### src/rtl/ttt_pkg.sv
// Shared types for the NxN tic-tac-toe engine: FSM states, cell and winner
// encodings, and the per-direction scan step table.
package ttt_pkg;

  typedef enum logic [1:0] {
    S_IDLE      = 2'd0,
    S_WAIT_MOVE = 2'd1,
    S_CHECK     = 2'd2,
    S_DONE      = 2'd3
  } state_t;

  typedef logic [1:0] cell_t;

  localparam cell_t CELL_EMPTY = 2'd0;
  localparam cell_t CELL_P0    = 2'd1;
  localparam cell_t CELL_P1    = 2'd2;

  localparam logic [1:0] W_P0   = 2'd0;
  localparam logic [1:0] W_P1   = 2'd1;
  localparam logic [1:0] W_NONE = 2'd2;
  localparam logic [1:0] W_DRAW = 2'd3;

  // x is the row index, y the column index
  typedef enum logic [1:0] {
    DIR_ROW  = 2'd0,
    DIR_COL  = 2'd1,
    DIR_DIAG = 2'd2,
    DIR_ANTI = 2'd3
  } dir_t;

  function automatic int dir_dx(input dir_t d);
    case (d)
      DIR_ROW: return 0;
      default: return 1;
    endcase
  endfunction

  function automatic int dir_dy(input dir_t d);
    case (d)
      DIR_ROW:  return 1;
      DIR_COL:  return 0;
      DIR_DIAG: return 1;
      default:  return -1;
    endcase
  endfunction

  function automatic cell_t player_cell(input logic p);
    return p ? CELL_P1 : CELL_P0;
  endfunction

endpackage

### src/rtl/ttt_nxn_fsm_if.sv
// Move handshake between a move source (master) and the game engine (slave).
interface ttt_nxn_fsm_if #(
  parameter int unsigned N = 3
);
  localparam int unsigned CW = $clog2(N);

  logic          move_valid;
  logic          move_ready;
  logic          player;
  logic [CW-1:0] data_in_x;
  logic [CW-1:0] data_in_y;
  logic          move_err;

  modport master (
    output move_valid, player, data_in_x, data_in_y,
    input  move_ready, move_err
  );

  modport slave (
    input  move_valid, player, data_in_x, data_in_y,
    output move_ready, move_err
  );
endinterface

### src/rtl/ttt_board.sv
// NxN cell storage: one write port, one scan read port and a debug read port.
module ttt_board
  import ttt_pkg::*;
#(
  parameter  int unsigned N  = 3,
  localparam int unsigned CW = $clog2(N)
) (
  input  logic          clk,
  input  logic          reset,
  input  logic          clear,
  input  logic          we,
  input  logic [CW-1:0] wr_x,
  input  logic [CW-1:0] wr_y,
  input  cell_t         wr_cell,
  input  logic [CW-1:0] scan_x,
  input  logic [CW-1:0] scan_y,
  output cell_t         scan_cell,
  input  logic [CW-1:0] rd_x,
  input  logic [CW-1:0] rd_y,
  output cell_t         rd_cell
);

  cell_t game_state [N][N];

  always_ff @(posedge clk or negedge reset) begin : p_store
    if (!reset) begin
      for (int i = 0; i < int'(N); i++)
        for (int j = 0; j < int'(N); j++)
          game_state[i][j] <= CELL_EMPTY;
    end else if (clear) begin
      for (int i = 0; i < int'(N); i++)
        for (int j = 0; j < int'(N); j++)
          game_state[i][j] <= CELL_EMPTY;
    end else if (we) begin
      game_state[wr_x][wr_y] <= wr_cell;
    end
  end

  // Off-board addresses read back as empty
  assign scan_cell = (32'(scan_x) < N && 32'(scan_y) < N) ? game_state[scan_x][scan_y]
                                                          : CELL_EMPTY;
  assign rd_cell   = (32'(rd_x) < N && 32'(rd_y) < N) ? game_state[rd_x][rd_y]
                                                      : CELL_EMPTY;

endmodule

### src/rtl/ttt_nxn_fsm.sv
// NxN, K-in-a-row game engine: validates moves, stores the board and scans the
// four lines through each placed cell one probe per cycle to detect a win.
module ttt_nxn_fsm
  import ttt_pkg::*;
#(
  parameter  int unsigned N  = 3,
  parameter  int unsigned K  = 3,
  localparam int unsigned CW = $clog2(N)
) (
  input  logic          clk,
  input  logic          reset,
  input  logic          enable,
  input  logic          new_game,
  ttt_nxn_fsm_if.slave  mv,
  output logic          turn,
  output logic          busy,
  output logic [1:0]    winner,
  output logic          stop_game,
  input  logic [CW-1:0] rd_x,
  input  logic [CW-1:0] rd_y,
  output cell_t         rd_cell
);

  if (N < 3 || N > 8 || K < 3 || K > N) begin : g_bad_params
    $error("ttt_nxn_fsm: illegal parameters N=%0d K=%0d", N, K);
  end

  localparam int unsigned STW = $clog2(K);
  localparam int unsigned OCW = $clog2(N * N + 1);

  state_t         state_q,  state_d;
  logic           turn_q,   turn_d;
  logic [1:0]     winner_q, winner_d;
  logic [OCW-1:0] occ_q,    occ_d;
  logic           err_q,    err_d;
  logic           mover_q,  mover_d;
  logic [CW-1:0]  mx_q,     mx_d;
  logic [CW-1:0]  my_q,     my_d;
  dir_t           dir_q,    dir_d;
  logic           side_q,   side_d;
  logic [STW-1:0] step_q,   step_d;
  logic [STW-1:0] cnt_q,    cnt_d;

  int             probe_sgn;
  int             probe_x;
  int             probe_y;
  logic           probe_in;
  logic           probe_hit;
  logic [CW-1:0]  scan_x;
  logic [CW-1:0]  scan_y;
  cell_t          scan_cell;
  logic           ready_c;
  logic           illegal;
  logic           side_end;
  logic           we;
  logic           clr;

  // Probe cell: step_q cells from the placed cell along dir_q, side_q selects -/+
  always_comb begin : p_probe
    probe_sgn = side_q ? -1 : 1;
    probe_x   = int'(mx_q) + probe_sgn * dir_dx(dir_q) * int'(step_q);
    probe_y   = int'(my_q) + probe_sgn * dir_dy(dir_q) * int'(step_q);
    probe_in  = (probe_x >= 0) && (probe_x < int'(N)) && (probe_y >= 0) && (probe_y < int'(N));
  end

  // The scan port doubles as the occupancy lookup for an offered move
  assign scan_x    = (state_q == S_CHECK) ? CW'(probe_x) : mv.data_in_x;
  assign scan_y    = (state_q == S_CHECK) ? CW'(probe_y) : mv.data_in_y;
  assign probe_hit = probe_in && (scan_cell == player_cell(mover_q));

  assign ready_c = (state_q == S_WAIT_MOVE) && enable && !new_game;
  assign illegal = (32'(mv.data_in_x) >= N) || (32'(mv.data_in_y) >= N) ||
                   (scan_cell != CELL_EMPTY) || (mv.player != turn_q);

  ttt_board #(.N(N)) u_board (
    .clk      (clk),
    .reset    (reset),
    .clear    (clr),
    .we       (we),
    .wr_x     (mv.data_in_x),
    .wr_y     (mv.data_in_y),
    .wr_cell  (player_cell(mv.player)),
    .scan_x   (scan_x),
    .scan_y   (scan_y),
    .scan_cell(scan_cell),
    .rd_x     (rd_x),
    .rd_y     (rd_y),
    .rd_cell  (rd_cell)
  );

  // Next-state and datapath control
  always_comb begin : p_next
    state_d  = state_q;
    turn_d   = turn_q;
    winner_d = winner_q;
    occ_d    = occ_q;
    err_d    = 1'b0;
    mover_d  = mover_q;
    mx_d     = mx_q;
    my_d     = my_q;
    dir_d    = dir_q;
    side_d   = side_q;
    step_d   = step_q;
    cnt_d    = cnt_q;
    side_end = 1'b0;
    we       = 1'b0;
    clr      = 1'b0;

    if (new_game) begin
      clr      = 1'b1;
      state_d  = S_WAIT_MOVE;
      turn_d   = 1'b0;
      winner_d = W_NONE;
      occ_d    = '0;
    end else if (enable) begin
      unique case (state_q)
        S_IDLE: state_d = S_WAIT_MOVE;

        S_WAIT_MOVE: begin
          if (mv.move_valid && ready_c) begin
            if (illegal) begin
              err_d = 1'b1;
            end else begin
              we      = 1'b1;
              occ_d   = occ_q + OCW'(1);
              mover_d = mv.player;
              mx_d    = mv.data_in_x;
              my_d    = mv.data_in_y;
              dir_d   = DIR_ROW;
              side_d  = 1'b0;
              step_d  = STW'(1);
              cnt_d   = '0;
              state_d = S_CHECK;
            end
          end
        end

        S_CHECK: begin
          if (probe_hit) begin
            // cnt_q + 1 matched neighbours plus the placed cell
            if (int'(cnt_q) + 2 >= int'(K)) begin
              winner_d = mover_q ? W_P1 : W_P0;
              state_d  = S_DONE;
            end else begin
              cnt_d = cnt_q + STW'(1);
              if (int'(step_q) == int'(K) - 1) side_end = 1'b1;
              else                            step_d   = step_q + STW'(1);
            end
          end else begin
            side_end = 1'b1;
          end

          if (side_end) begin
            step_d = STW'(1);
            if (!side_q) begin
              side_d = 1'b1;
            end else if (dir_q != DIR_ANTI) begin
              dir_d  = dir_t'(dir_q + 2'd1);
              side_d = 1'b0;
              cnt_d  = '0;
            end else if (occ_q == OCW'(N * N)) begin
              winner_d = W_DRAW;
              state_d  = S_DONE;
            end else begin
              turn_d  = ~turn_q;
              state_d = S_WAIT_MOVE;
            end
          end
        end

        S_DONE: state_d = S_DONE;
      endcase
    end
  end

  always_ff @(posedge clk or negedge reset) begin : p_regs
    if (!reset) begin
      state_q  <= S_IDLE;
      turn_q   <= 1'b0;
      winner_q <= W_NONE;
      occ_q    <= '0;
      err_q    <= 1'b0;
      mover_q  <= 1'b0;
      mx_q     <= '0;
      my_q     <= '0;
      dir_q    <= DIR_ROW;
      side_q   <= 1'b0;
      step_q   <= STW'(1);
      cnt_q    <= '0;
    end else begin
      state_q  <= state_d;
      turn_q   <= turn_d;
      winner_q <= winner_d;
      occ_q    <= occ_d;
      err_q    <= err_d;
      mover_q  <= mover_d;
      mx_q     <= mx_d;
      my_q     <= my_d;
      dir_q    <= dir_d;
      side_q   <= side_d;
      step_q   <= step_d;
      cnt_q    <= cnt_d;
    end
  end

  assign mv.move_ready = ready_c;
  assign mv.move_err   = err_q;
  assign turn          = turn_q;
  assign winner        = winner_q;
  assign busy          = (state_q == S_CHECK);
  assign stop_game     = (state_q == S_DONE);

endmodule

### src/flat_wrapper.sv
// flat-port wrapper written by rule: the top's interface ports become plain ports
module ttt_nxn_fsm_flat import ttt_pkg::*;
#(
  parameter  int unsigned N  = 3,
  parameter  int unsigned K  = 3,
  localparam int unsigned CW = $clog2(N)
)
  (clk, reset, enable, new_game, turn, busy, winner, stop_game, rd_x, rd_y, rd_cell, mv_move_valid, mv_player, mv_data_in_x, mv_data_in_y, mv_move_ready, mv_move_err);
  ttt_nxn_fsm_if #(.N(N)) mv_i ();
  input  logic clk;
  input  logic reset;
  input  logic enable;
  input  logic new_game;
  output logic turn;
  output logic busy;
  output logic [1:0] winner;
  output logic stop_game;
  input  logic [CW-1:0] rd_x;
  input  logic [CW-1:0] rd_y;
  output cell_t rd_cell;
  input wire logic [$bits(mv_i.move_valid)-1:0] mv_move_valid;
  input wire logic [$bits(mv_i.player)-1:0] mv_player;
  input wire logic [$bits(mv_i.data_in_x)-1:0] mv_data_in_x;
  input wire logic [$bits(mv_i.data_in_y)-1:0] mv_data_in_y;
  output wire logic [$bits(mv_i.move_ready)-1:0] mv_move_ready;
  output wire logic [$bits(mv_i.move_err)-1:0] mv_move_err;
  assign mv_i.move_valid = mv_move_valid;
  assign mv_i.player = mv_player;
  assign mv_i.data_in_x = mv_data_in_x;
  assign mv_i.data_in_y = mv_data_in_y;
  assign mv_move_ready = mv_i.move_ready;
  assign mv_move_err = mv_i.move_err;
  ttt_nxn_fsm #(.N(N), .K(K)) u_core (.clk(clk), .reset(reset), .enable(enable), .new_game(new_game), .mv(mv_i), .turn(turn), .busy(busy), .winner(winner), .stop_game(stop_game), .rd_x(rd_x), .rd_y(rd_y), .rd_cell(rd_cell));
endmodule
### config.mk
export PLATFORM = sky130hd
export DESIGN_NAME = ttt_nxn_fsm_flat
export DESIGN_NICKNAME = d
export VERILOG_FILES = /design/src/rtl/ttt_pkg.sv /design/src/rtl/ttt_nxn_fsm_if.sv /design/src/rtl/ttt_board.sv /design/src/rtl/ttt_nxn_fsm.sv /design/src/flat_wrapper.sv
export SDC_FILE = /design/constraint.sdc
export NUM_CORES = 1
export LEC_CHECK = 0
export ABC_CLOCK_PERIOD_IN_PS = 7200
export CELL_PAD_IN_SITES_DETAIL_PLACEMENT = 2
export CELL_PAD_IN_SITES_GLOBAL_PLACEMENT = 2
export CORE_AREA = 4 4 108 130
export DETAILED_ROUTE_END_ITERATION = 7
export DIE_AREA = 0 0 112 134
export PLACE_DENSITY = 0.82
export SYNTH_ARGS = -nofsm -noshare
export SYNTH_HDL_FRONTEND = slang
export SYNTH_SLANG_ARGS = --single-unit
### constraint.sdc
create_clock -name clk -period 7.2 [get_ports clk]
set_input_delay 1.44 -clock clk [delete_from_list [all_inputs] [get_ports clk]]
set_output_delay 1.44 -clock clk [all_outputs]
set_load 0.02 [all_outputs]
==> results.toml, run 1 <==
[layout]
final_nets = 685
fin_area_mm2 = 0.00533
drive_above_1_share_pct = 8.61
seq_area_mm2 = 0.00100
fill_cells = 1432
mostFrequentLayoutCells = "ha_1 (63), nor2_1 (49), inv_1 (42), a21oi_1 (42), dfrtp_1 (38)"
diodes = 0
final_common_cell = "ha_1"
area_delta_synth_final_pct = 11.3
multi_input_area_mm2 = 0.00351

[grt]
grt_max_degree = 41
grt_usage_pct = 22.4
overflow = 0
antenna_found_initial = 0
grt_pass1_vias = 5280
grt_pass1_wl_mm = 27.5

[worst_hold_path]
min_path_type = "reg -> reg"

[drt]
routed_wl_mm = 16.4
post_drt_wl_per_cell_um = 21.4
drtIter0Drc = 256
drc = 0
dr.pass1.iters = 5
vias = 4619
drtAntennaViolNets = 0
viasPerCell = 6.01

[timing]
setup_ws_ps = 385
fin_crit_sh_pct = 94.7
relSlewSlack_pct = 36.8
finalClockSkew_ps = 6.16
holdWs_ps = 516
slew_violations = 0
setup_viol = 0
rsz0062_at_grt = "false"
finalSetupTns_ps = 0
period_minus_slack_ps = 6810
hold_viol_final = 0
fmax_mhz = 147
tightestPinTransition_ps = 947

[synthesis]
synthFlopType = "dfrtp_1"
yosysWarnings = 0
synth_cell_types = 71
synth_nets = 674
syn_avg_cell_area_um2 = 8.08
ys_seq_elements = 40
syn-cell-area_mm2 = 0.00478
ys_seq_area_share_pct = 21.0
async_flop_share_pct = 100
syn-instance-count = 592
synth_edf_count = 0

[critical_path]
start_kind = "register"
cpMaxStageDelayCell = "fa_1"
crit_top_cell = "or4_1"
end_kind = "register"
cp.arrival_ps = 7030
slowest_delay_ps = 570
worstPathCellList = "inv_2 > ha_2 > nor2_2 > and2_4 > ha_1 > fa_1 > inv_1 > fa_2 > nor2_4 > a21oi_2 > nand2_1 > ha_1 > nand2b_1 > ha_1 > or4b_4 > a2111oi_4 > nand4_1 > or4_1 > or4_1 > or4_1 > or4_4 > or2_0 > or4_1 > o21ai_0"
crit_fanout = 4
path_buf_inv = 2
crit_family = "simple AND/OR/NAND/NOR gates"
crit_required_ps = 7410
critical_path_class = "reg -> reg"

[cts]
numCtsBuffers = 5
cts_hold_buffers = 0
cts_tree = "built"
cts_max_path_buffers = 2
htreeDepth = 2
cts.sinks = 40
clk_latency_ps = 290
cts-root-buf = "clkbuf_16"
path_clk_slew_ps = 60

[job]
cap_violations = 0

[placed_design]
placed_area_mm2 = 0.00512
dp_hpwl_mm = 13.0
gp_congestion = 0.883
numPortBuffers = 22
preCtsSetupSlack_ps = 24.5

[floorplanning]
start_util_pct = 37.8
num_rows = 45
ios = 23
die_w_um = 112
die_area_mm2 = 0.0150
die_h_um = 134
core_area_mm2 = 0.0127

[power_and_ir_drop]
p_total_mw = 1.45
irDropWorstVdd_v = 0.000123
power_density_mw_per_mm2 = 273
power_leakage_nw = 2.50

[status]
status = "finished, final reports clean"
-- stage by stage --
| step | utilization (%) | instances |
|---|---|---|
| 4_1_cts | 41.7 | 765 |
| 3_3_place_gp | 40.4 | 757 |
| 2_1_floorplan | - | 592 |
| 6_report | 42.0 | 768 |
| 3_5_place_dp | 40.4 | 757 |
| 5_1_grt | 42.0 | 768 |
-- worst paths after layout --
path                                      start                            to  slack (ps)  depth (start not counted)
max in group asynchronous                 reset  u_core.u_board.game_state[3]        5310                          1
worst max-delay path            u_core.dir_q[0]               u_core.cnt_q[0]         390                         24
worst min-delay path             u_core.mx_q[0]                u_core.mx_q[0]         520                          1
worst max register to register  u_core.dir_q[0]               u_core.cnt_q[0]         390                         24
worst min register to register   u_core.mx_q[0]                u_core.mx_q[0]         520                          1
min in group asynchronous                 reset             u_core.state_q[0]        1300                          1
-- worst register-to-register path, delay by kind of cell (launching register included) --
family	cells	cell delay [ps]
and+or+nand+nor	13	3950
adders and majority gates	6	1830
DFF	1	420
AOI/OAI and AO/OA	3	360
buffers and inverters	2	180
-- cell usage after synthesis, types with 5 or more instances --
library cell | count | share of area (%)
ha_1 | 64 | 17
nor2_1 | 51 | 4.0
inv_1 | 44 | 3.5
a21oi_1 | 43 | 4.5
dfrtp_1 | 38 | 20
nand2_1 | 34 | 2.7
o21ai_0 | 22 | 2.3
clkbuf_1 | 19 | 1.5
mux2i_1 | 18 | 3.8
nor3_1 | 18 | 1.9
nand2b_1 | 16 | 2.1
nand3_1 | 16 | 1.7
nor2b_1 | 15 | 2.0
nand4_1 | 10 | 1.3
nor3b_1 | 10 | 1.6
o211ai_1 | 10 | 1.6
a21o_1 | 9 | 1.4
nor4_1 | 9 | 1.2
a211oi_1 | 7 | 1.1
a31oi_1 | 7 | 0.92
mux2_2 | 7 | 1.6
o22ai_1 | 7 | 0.92
or3_1 | 7 | 0.92
or4_1 | 7 | 1.1
a211o_1 | 6 | 1.1
nand4b_1 | 6 | 1.1
o31ai_1 | 5 | 0.78
or2_2 | 5 | 0.65
-- where the power goes --
part           internal (mW)  leakage, nW  switching (mW)
Clock                  0.148       0.0772          0.0912
Sequential             0.254        0.535          0.0315
Combinational          0.360         1.89           0.571
-- layer usage --
metal / vias to the layer above / wire [um] / global-route usage (%)
li1: 2191 / - / -
met1: 2336 / 6480 / 24.6
met2: 63 / 9160 / 43.4
met3: 29 / 335 / 2.26
met4: 0 / 449 / 9.42
met5: - / 0 / 0
-- area by class of cell --
cell class | count | share of cell area [%]
Clock buffer | 8 | 2.94
Timing Repair Buffer | 32 | 5.45
Sequential cell | 40 | 18.8
Multi-Input combinational cell | 480 | 65.8
Tap cell | 164 | 3.85
Inverter | 44 | 3.10
-- flip-flops by register name (all words and copies together), names as in the netlist, 2 cells and up --
name,count
u_core.dir_q,2
u_core.cnt_q,2
u_core.my_q,2
u_core.state_q,2
u_core.step_q,2
u_core.u_board.game_state,18
u_core.winner,2
u_core.mx_q,2
u_core.occ_q,4
-- what timing repair did --
item / 4_1_cts / 5_1_grt
buffers inserted: 0 / 3
endpoints found under the setup margin: 0 / 4
resized for setup: 0 / 11
-- cells by family (layout without fill, tap and decap cells) --
| group | count (synthesis) | count (layout) | synth area share, % |
|---|---|---|---|
| AO/OA/AOI/OAI | 153 | 153 | 21.6 |
| XOR/XNOR | 6 | 6 | 1.10 |
| adder cells (fa/ha/maj) | 68 | 68 | 18.4 |
| buffers and inverters | 72 | 84 | 6.43 |
| flip-flops | 40 | 40 | 21.0 |
| multiplexers | 25 | 25 | 5.41 |
| AND/OR/NAND/NOR | 228 | 228 | 26.0 |
Power figures use the tool's default switching activity.
==> run 2, diff against run 1 <==
- REMOVE_ABC_BUFFERS: default -> 1
==> run 2 against run 1 <==
Compared with the run above:
- sequential share of layout area is 0.10 points higher
- final cell count decreased by 0.26%
- critical path depth stayed put
- register-to-register slack got worse by 30 ps
- first-iteration DRC count shrank 27%
- combinational power is 1% lower
- die area is the same
==> results.toml, run 2 (synthesis results as in run 1) <==
[timing]
period_minus_slack_ps = 6850
setup_ws_ps = 351
fin_crit_sh_pct = 95.1
rsz0062_at_grt = "false"
hold_viol_final = 0
finalClockSkew_ps = 5.44
slew_violations = 0
setup_viol = 0
tightestPinTransition_ps = 1050
finalSetupTns_ps = 0
relSlewSlack_pct = 29.7
fmax_mhz = 146

[drt]
drc = 0
post_drt_wl_per_cell_um = 21.4
drtIter0Drc = 187
drtAntennaViolNets = 0
routed_wl_mm = 16.4
vias = 4610
dr.pass1.iters = 4
viasPerCell = 6.02

[critical_path]
end_kind = "register"
crit_required_ps = 7400
critical_path_class = "reg -> reg"
cp.arrival_ps = 7050
crit_fanout = 4
start_kind = "register"

[floorplanning]
num_rows = 45
die_w_um = 112
die_area_mm2 = 0.0150
ios = 23
start_util_pct = 37.8
core_area_mm2 = 0.0127
die_h_um = 134

[layout]
drive_above_1_share_pct = 7.64
diodes = 0
mostFrequentLayoutCells = "ha_1 (63), nor2_1 (49), inv_1 (43), a21oi_1 (43), dfrtp_1 (38)"
reg.largest.list = "u_core.u_board.game_state (18), u_core.occ_q (4)"
fin_area_mm2 = 0.00530
area_delta_synth_final_pct = 10.7
regMostFlops = "u_core.u_board.game_state"
final_cells = 766
final_nets = 683
largest_reg_flops = 18
final_common_cell = "ha_1"

[power_and_ir_drop]
switching_share_pct = 47.5
switchingPower_mw = 0.686
irDropWorstVdd_v = 0.000120
intPower_mw = 0.758
power_leakage_nw = 2.48
power_density_mw_per_mm2 = 273
combPwrFrac_pct = 63.6
p_seq_share_pct = 19.7
clkPwrFrac_pct = 16.7

[cts]
cts-root-buf = "clkbuf_16"
path_clk_slew_ps = 60
htreeDepth = 2
numCtsBuffers = 5
cts_tree = "built"
cts.sinks = 40
cts_max_path_buffers = 2
clk_latency_ps = 290
cts_hold_buffers = 0

[status]
status = "finished, final reports clean"

[placed_design]
placed_cells = 757
placed_area_mm2 = 0.00512
dp_hpwl_mm = 12.8
numPortBuffers = 22
gp_congestion = 0.868
preCtsSetupSlack_ps = 90.6

[grt]
overflow = 0
grt_max_degree = 41
antenna_found_initial = 0
grt_usage_pct = 22.3
grt_pass1_vias = 5327
grt_pass1_wl_mm = 27.4

[job]
cap_violations = 0

[worst_hold_path]
min_path_type = "reg -> reg"
run 2: cell types whose count changed in the layout (fill, tap and decap cells not counted), sizes merged:
cell  change
buf       -2
run 2: routing by layer:
| metal | GRT usage [%] | routed length [um] | vias to the layer above | share of wire, % |
|---|---|---|---|---|
| li1 | - | - | 2184 | - |
| met1 | 24.4 | 6600 | 2308 | 40 |
| met2 | 43.2 | 8870 | 80 | 54 |
| met3 | 1.81 | 294 | 38 | 1.8 |
| met4 | 10.0 | 635 | 0 | 3.9 |
| met5 | 0 | 0 | - | 0 |
run 2: layout make-up:
type | instances | area (um^2)
Clock buffer | 8 | 156
Fill cell | 1437 | 7370
Inverter | 44 | 165
Multi-Input combinational cell | 480 | 3490
Sequential cell | 40 | 1000
Tap cell | 164 | 205
Timing Repair Buffer | 30 | 275
run 2: what timing repair did:
action | 4_1_cts | 5_1_grt
hold endpoints to repair | 0 | 0
gates resized for setup | 0 | 6
endpoints found under the setup margin | 0 | 3
setup buffers | 0 | 1
run 2: through the flow:
| step | utilization, % | power [mW] | hold slack (ps) |
|---|---|---|---|
| 3_5_place_dp | 40.4 | 1.20 | 510 |
| 2_1_floorplan | - | 0.911 | 470 |
| 3_3_place_gp | 40.4 | 1.14 | 498 |
| 5_1_grt | 41.8 | 1.58 | 555 |
| 6_report | 41.8 | 1.44 | 521 |
| 4_1_cts | 41.7 | 1.45 | 527 |
run 2: critical path, cell delays in order, from the launching register on:
cell       delay (ps)
dfrtp_1           410
inv_1             120
ha_2              210
nor2_2             50
and2_4            170
ha_1              210
fa_1              530
inv_1              70
fa_1              470
nor2_2            180
a21oi_1            90
nand2_1           100
ha_1              180
nand2b_1          110
ha_1              230
or4b_4            550
a2111oi_4         220
nand4_1           120
or4_1             500
or4_1             490
or4_1             430
or4_4             520
or2_0             230
or4_1             490
o21ai_0            90
run 2: power by group through the flow:
stage                     registers (mW)  logic [mW]  clock network (mW)
after floorplan                    0.277       0.634                   0
after global placement             0.283       0.860                   0
after detailed placement           0.287       0.909                   0
after CTS                          0.283       0.921               0.246
after global routing               0.289        1.03               0.258
final                              0.284       0.919               0.241
run 2: worst paths after layout:
path / from / endpoint / slack [ps] / cells past startpoint
min: u_core.mx_q[1] / u_core.mx_q[1] / 520 / 1
max in group asynchronous: reset / u_core.cnt_q[0] / 5310 / 1
max: u_core.dir_q[0] / u_core.cnt_q[0] / 350 / 24
max reg2reg: u_core.dir_q[0] / u_core.cnt_q[0] / 350 / 24
min in group asynchronous: reset / u_core.u_board.game_state[1] / 1300 / 1
min reg2reg: u_core.mx_q[1] / u_core.mx_q[1] / 520 / 1
